### config.mk
export PLATFORM = sky130hd
export DESIGN_NAME = bolme_div
export DESIGN_NICKNAME = d
export VERILOG_FILES = /design/src/rtl/bolme_div_pkg.sv /design/src/rtl/bolme_div.sv
export SDC_FILE = /design/constraint.sdc
export NUM_CORES = 1
export LEC_CHECK = 0
export CORE_UTILIZATION = 25
export DETAILED_ROUTE_END_ITERATION = 16
export PLACE_DENSITY = 0.44
export SYNTH_ARGS = -nofsm -noshare
export SYNTH_HDL_FRONTEND = slang
export SYNTH_SLANG_ARGS = --single-unit
export TNS_END_PERCENT = 20
### constraint.sdc
create_clock -name clk -period 3 [get_ports clk]
set_input_delay 0.9 -clock clk [delete_from_list [all_inputs] [get_ports clk]]
set_output_delay 0.9 -clock clk [all_outputs]
set_load 0.005 [all_outputs]
### src/rtl/bolme_div_pkg.sv
// ============================================================================
// Module      : bolme_div_pkg
// Description : Shared calculator widths, fixed-point constants and divider
//               state encoding.
// Revision    : 1.0 - initial release
// ============================================================================
`default_nettype none

package bolme_div_pkg;

    localparam int OPERAND_W     = 32;
    localparam int FRAC_W        = 16;
    localparam int RESULT_W      = 64;
    localparam int RESULT_FRAC_W = 32;

    localparam logic [OPERAND_W-1:0] ONE_Q16 = 32'h0001_0000;

    typedef enum logic [1:0] {
        IDLE    = 2'd0,
        BUSY    = 2'd1,
        DIVZERO = 2'd2
    } state_e;

endpackage : bolme_div_pkg

`default_nettype wire

### src/rtl/bolme_div.sv
// ============================================================================
// Module      : bolme_div
// Description : Free-running restoring divider, Q16.16 / Q16.16 -> Q32.32,
//               one quotient bit per clock.
// Revision    : 1.0 - initial release
// ============================================================================
`default_nettype none

module bolme_div
    import bolme_div_pkg::*;
(
    input  logic                 clk,
    input  logic                 rst,
    input  logic [OPERAND_W-1:0] bolunen,
    input  logic [OPERAND_W-1:0] bolen,
    output logic [RESULT_W-1:0]  sonuc,
    output logic                 hazir,
    output logic                 gecerli,
    output logic                 tasma
);

    state_e                 r_state;
    logic [RESULT_W-1:0]    r_dvd;      // dividend shifts out, quotient shifts in
    logic [OPERAND_W-1:0]   r_dvs;
    logic [OPERAND_W-1:0]   r_rem;
    logic [6:0]             r_cnt;
    logic [RESULT_W-1:0]    r_sonuc;
    logic                   r_hazir;
    logic                   r_gecerli;
    logic                   r_tasma;

    logic [OPERAND_W:0]     w_rem_sh;
    logic [OPERAND_W:0]     w_diff;
    logic                   w_ge;
    logic [OPERAND_W-1:0]   w_rem_nx;
    logic [RESULT_W-1:0]    w_dvd_nx;

    // The remainder is always below the divisor, so the difference fits in
    // 32 bits when non-negative; bit 32 of the 33-bit difference is the borrow.
    assign w_rem_sh = {r_rem, r_dvd[RESULT_W-1]};
    assign w_diff   = w_rem_sh - {1'b0, r_dvs};
    assign w_ge     = ~w_diff[OPERAND_W];
    assign w_rem_nx = w_ge ? w_diff[OPERAND_W-1:0] : w_rem_sh[OPERAND_W-1:0];
    assign w_dvd_nx = {r_dvd[RESULT_W-2:0], w_ge};

    always_ff @(posedge clk) begin
        if (rst) begin
            r_state   <= IDLE;
            r_dvd     <= '0;
            r_dvs     <= '0;
            r_rem     <= '0;
            r_cnt     <= '0;
            r_sonuc   <= '0;
            r_hazir   <= 1'b1;
            r_gecerli <= 1'b0;
            r_tasma   <= 1'b0;
        end else begin
            case (r_state)
                IDLE: begin
                    r_dvd   <= {bolunen, {RESULT_FRAC_W{1'b0}}};
                    r_dvs   <= bolen;
                    r_rem   <= '0;
                    r_cnt   <= '0;
                    r_hazir <= 1'b0;
                    r_state <= (bolen == '0) ? DIVZERO : BUSY;
                end
                BUSY: begin
                    r_dvd <= w_dvd_nx;
                    r_rem <= w_rem_nx;
                    r_cnt <= r_cnt + 7'd1;
                    if (r_cnt == 7'd63) begin
                        r_sonuc   <= w_dvd_nx;
                        r_gecerli <= 1'b1;
                        r_tasma   <= 1'b0;
                        r_hazir   <= 1'b1;
                        r_state   <= IDLE;
                    end
                end
                DIVZERO: begin
                    r_sonuc   <= '1;
                    r_gecerli <= 1'b0;
                    r_tasma   <= 1'b1;
                    r_hazir   <= 1'b1;
                    r_state   <= IDLE;
                end
                default: begin
                    r_hazir <= 1'b1;
                    r_state <= IDLE;
                end
            endcase
        end
    end

    assign sonuc   = r_sonuc;
    assign hazir   = r_hazir;
    assign gecerli = r_gecerli;
    assign tasma   = r_tasma;

endmodule : bolme_div

`default_nettype wire

Word level (Yosys, flattened, before mapping)

Index checks and enable logic that the tools add are counted.

$add $sub $neg: 2
Equality and inequality tests: 4
Muxes and demuxes: 14
Bitwise logic cells: 1
Reduce and logical (&&, ||, !) cells: 5

Operators by type and width:

| kind                                                                  | count |
|---|---|
| 64-bit case mux with 2 select lines                                   | 2 |
| 64-bit 2-to-1 mux                                                     | 1 |
| 32-bit case mux with 2 select lines                                   | 1 |
| 33-bit by 32-bit subtractor with 33-bit output                        | 1 |
| 32-bit zero test                                                      | 1 |
| 32-bit 2-to-1 mux                                                     | 1 |
| 7-bit case mux with 2 select lines                                    | 1 |
| 7-bit by 1-bit adder with 7-bit output, second input constant         | 1 |
| 7-bit by 6-bit equality test with 1-bit output, second input constant | 1 |
| 1-bit case mux with 2 select lines                                    | 3 |
| 2-bit 2-to-1 mux                                                      | 2 |
| 2-bit case mux with 2 select lines                                    | 1 |
| 2-bit nonzero test                                                    | 2 |
| 2-bit by 1-bit equality test with 1-bit output, second input constant | 1 |
| 2-bit equality test, second input constant                            | 1 |
| 2-bit zero test                                                       | 1 |
| 1-bit 2-to-1 mux                                                      | 2 |
| 2-bit inequality test, second input constant                          | 1 |
| 2-bit AND reduction                                                   | 1 |
| 1-bit NOT                                                             | 1 |

Flip-flop bits (word level): 204
Input port bits: 66
Output and inout bits: 67
Word-level logic and storage cells: 35

Logic depth before layout (Yosys ltp)

Word-level depth: 4
Mapped depth: 15
Depth with buffers taken out: 13

Worst setup path before layout

No wires, ideal clock.

Kind: register -> register
Start point: reg r_dvd[63]
End point: reg r_rem[10]
Arrival: 2742 ps
Data required time: 2927 ps
Setup slack: 184 ps
Cell stages (with the launch flop): 16
Cells stage by stage: dfxtp_1 -> inv_1 -> ha_1 -> inv_1 -> fa_1 -> a211oi_2 -> o21a_2 -> a21oi_2 -> o21a_1 -> o211ai_2 -> and4_4 -> nor3_2 -> or2_1 -> buf_4 -> buf_6 -> o211ai_2

Word-level cells in the longest chain between the ends: 3

RTL lines:

| item                                           | line            | text |
|---|---|---|
| start: declaration                             | bolme_div.sv:23 | `logic [RESULT_W-1:0] r_dvd;` |
| start signal: assignment                       | bolme_div.sv:60 | `r_dvd <= {bolunen, {RESULT_FRAC_W{1'b0}}};` |
| start signal: assignment                       | bolme_div.sv:68 | `r_dvd <= w_dvd_nx;` |
| 33-bit by 32-bit subtractor with 33-bit output | bolme_div.sv:41 | `assign w_diff = w_rem_sh - {1'b0, r_dvs};` |
| 32-bit 2-to-1 mux                              | bolme_div.sv:43 | `assign w_rem_nx = w_ge ? w_diff[OPERAND_W-1:0] : w_rem_sh[OPERAND_W-1:0];` |
| 32-bit case mux with 2 select lines            | bolme_div.sv:58 | `case (r_state)` |
| end signal: assignment                         | bolme_div.sv:69 | `r_rem <= w_rem_nx;` |
| end: declaration                               | bolme_div.sv:25 | `logic [OPERAND_W-1:0] r_rem;` |

No other way between the ends.
A chain may end at the register's enable or synchronous reset.

Worst setup path after layout

Start point: reg r_dvd[63]
End point: reg r_rem[3]

The elaborated chain is that of the path after synthesis.

==> impl_metrics.yaml <==
outcome:
  status: "completed"
critical_path:
  crit_chain: "inv_2 -> ha_4 -> inv_2 -> fa_2 -> a211oi_2 -> o21a_2 -> a21oi_4 -> o21a_1 -> o211ai_2 -> nand4_1 -> a21oi_2 -> or2_4 -> buf_12 -> o211ai_1"
  path_class: "reg2reg"
  reg2regPathDepth: 14
  cp.arrival_ns: 3.36
  slowest_stage: "fa_2"
  critPathRequiredTime_ns: 3.43
  crit_path_start_kind: "register"
  worstPathMaxFanout: 18
  crit_path_frequent_cell: "inv_2"
  ff2ff_setup_slack_ns: 0.07
  r2r_end: "r_rem[3]"
  crit_path_end_kind: "register"
  critPathMaxStageDelay_ns: 0.39
  r2r-start: "r_dvd[63]"
  startpoint: "r_dvd[63]"
clock_network:
  cts.clk_slew.worst_paths_ns: 0.06
  cts.sinks: 204
  cts_root_buf: "clkbuf_16"
  cts_tree: "built"
  ctsHtreeMaxLevel: 1
  cts.path.max_buffers: 3
  clock_latency_ns: 0.55
  cts_buffers: 27
  hold_buffers: 0
route:
  drt_first_iter_violations: 420
  drc_errors: 0
  drtAntennaViolNets: 0
  route.final.wire_length_mm: 30.1
  via_per_inst: 4.75
  dr.pass1.iters: 4
  num_vias: 9124
  wl_per_cell_um: 15.7
sta:
  fin_crit_sh: 0.976
  fmax_mhz: 341
  maxSlewHeadroom: 0.464
  hold_viol: 0
  setup_viol: 0
  skew_ns: 0.0116
  fin_crit_ns: 2.93
  slew_violations: 0
  worst_pin_slew_ns: 0.804
  setup_tns_ns: 0
  grt_setup_unrepaired: "true"
global_route:
  grt_max_degree: 172
  globalRouteOverflowTotal: 0
  antenna_found_initial: 1
  grt_pass1_wl_mm: 48.4
  grt_pass1_vias: 9030
  track_usage: 0.150
yosys:
  syn_nets: 1336
  synth-edff-count: 0
  async_flop_share: 0
  syn_inst: 1236
  synth_xor_area_frac: 0.0259
  muxShareOfSynthArea: 0.0339
  synth_area_sq_um: 9790
  ys_seq_elements: 204
  synth_ff_type: "dfxtp_1"
  synth-simple-area-share: 0.233
  ys_warn_count: 0
  synthAdderAreaFrac: 0.0442
  synth_cell_types: 59
  avgSynthCellArea_sq_um: 7.92
  synth_top_family_by_area: "simple AND/OR/NAND/NOR gates"
  synth-compound-area-share: 0.192
  yosysSeqAreaShare: 0.417
power_and_ir_drop:
  p_leak_uw: 0.00515
  switchingPower_uw: 4210
  p_int_uw: 7360
  share_seq_of_total_power: 0.266
  finalPower_uw: 11600
  clkPwrFrac: 0.302
  powerDensity_nw_per_um2: 881
  p_comb_frac: 0.432
  switching_share: 0.363
  vdd_ir_drop_max_mv: 0.580
die:
  core_region_area_sq_um: 38600
  ios: 133
  die_area_sq_um: 39900
  initial_core_util: 0.253
  die_w_um: 200
  num_rows: 72
  die_h_um: 200
min_path:
  hp-start: "r_dvs[26]"
  hp-class: "reg2reg"
  hold_path_depth: 2
  hold_end: "r_dvs[26]"
final_layout:
  layout_commonest_cell: "nand2_1"
  fillers: 4086
  area_delta_synth_final_pct: 34.1
  layout.nets: 1481
  drive_gt1_frac: 0.136
  layout_common_cells: "221 x nand2_1, 199 x dfxtp_1, 150 x nor2_1"
run:
  drv_cap: 0
placed_design:
  globalplace.congestion: 0.812
  dp_hpwl_mm: 19.8
  io_buffers: 132
## cell type report
cell class,count,area [sq um],area share
repair buffers,205,1940,0.147
multi-input cells,902,5310,0.404
diodes,2,5.00,0.000381
clock buffers,40,836,0.0637
inverters,41,154,0.0117
well taps,518,648,0.0494
flip-flops and latches,204,4090,0.312
clock inverters,10,146,0.0112
## Yosys cell counts, types with 13 or more instances
cell	number	area, sq um
mux2i_1	32	320
nor2_1	152	571
a21oi_1	104	521
nand2_1	222	833
a22oi_1	32	240
a31oi_1	40	250
ha_1	33	413
nand4_1	29	181
dfxtp_1	204	4080
nor3_1	71	355
xnor2_1	16	140
xor2_1	13	114
o211ai_2	21	263
o211ai_1	13	97.6
clkbuf_1	71	267
inv_1	40	150
## per-layer routing
metal / up-vias / track usage / share of wire
li1: 4613 / - / -
met1: 4348 / 0.191 / 0.46
met2: 137 / 0.254 / 0.47
met3: 26 / 0.0397 / 0.059
met4: 0 / 0.0317 / 0.013
met5: - / 0 / 0
## critical path: cells and delay by family (launching register included)
| kind | cells | cell delay [ns] |
|---|---|---|
| compound gates | 7 | 1.27 |
| fa+ha+maj | 2 | 0.52 |
| buf+inv | 3 | 0.28 |
| flops | 1 | 0.32 |
| simple gates | 2 | 0.41 |
## through the flow
stage	setup WS [ns]	utilization	area (sq um)	hold slack, ns	std cells
6_report	0.0712	0.340	13100	0.452	1922
5_1_grt	-0.114	0.340	13100	0.477	1920
4_1_cts	0.0107	0.334	12900	0.456	1912
3_5_place_dp	-0.0239	0.308	11900	0.449	1860
3_3_place_gp	0.0461	0.308	11900	0.447	1860
2_1_floorplan	0.184	-	9790	0.436	1236
## what timing repair did
| item | 4_1_cts | 5_1_grt |
|---|---|---|
| buffers inserted | 2 | 8 |
| pin swaps | 2 | 29 |
| setup endpoints to repair | 18 | 34 |
| resized for setup | 2 | 35 |
## power by group through the flow
stage	Sequential (uW)	Combinational, uW	Clock [uW]
4_1_cts	3070	4660	3610
3_3_place_gp	3130	4550	0
6_report	3070	5000	3490
2_1_floorplan	3070	3180	0
5_1_grt	3100	5470	3730
3_5_place_dp	3120	4550	0
## how the worst max path moves through the flow
stage / endpoint
after global placement: r_rem[23]
after detailed placement: r_rem[23]
after global routing: r_rem[5]
after floorplan: r_rem[10]
final: r_rem[3]
after CTS: r_rem[19]
## cell families after synthesis
| family | after synthesis |
|---|---|
| simple gates | 528 |
| compound gates | 278 |
| flops | 204 |
| buf+inv | 130 |
| fa+ha+maj | 34 |
| mux | 33 |
| xor+xnor | 29 |
## sequential cells by signal, summed over array words and instances, names as in the netlist
signal / cells
sonuc: 64
r_cnt: 7
hazir: 1
gecerli: 1
tasma: 1
r_dvd: 64
r_state: 2
r_rem: 32
r_dvs: 32
No activity file was read; power rests on OpenSTA's default activity.
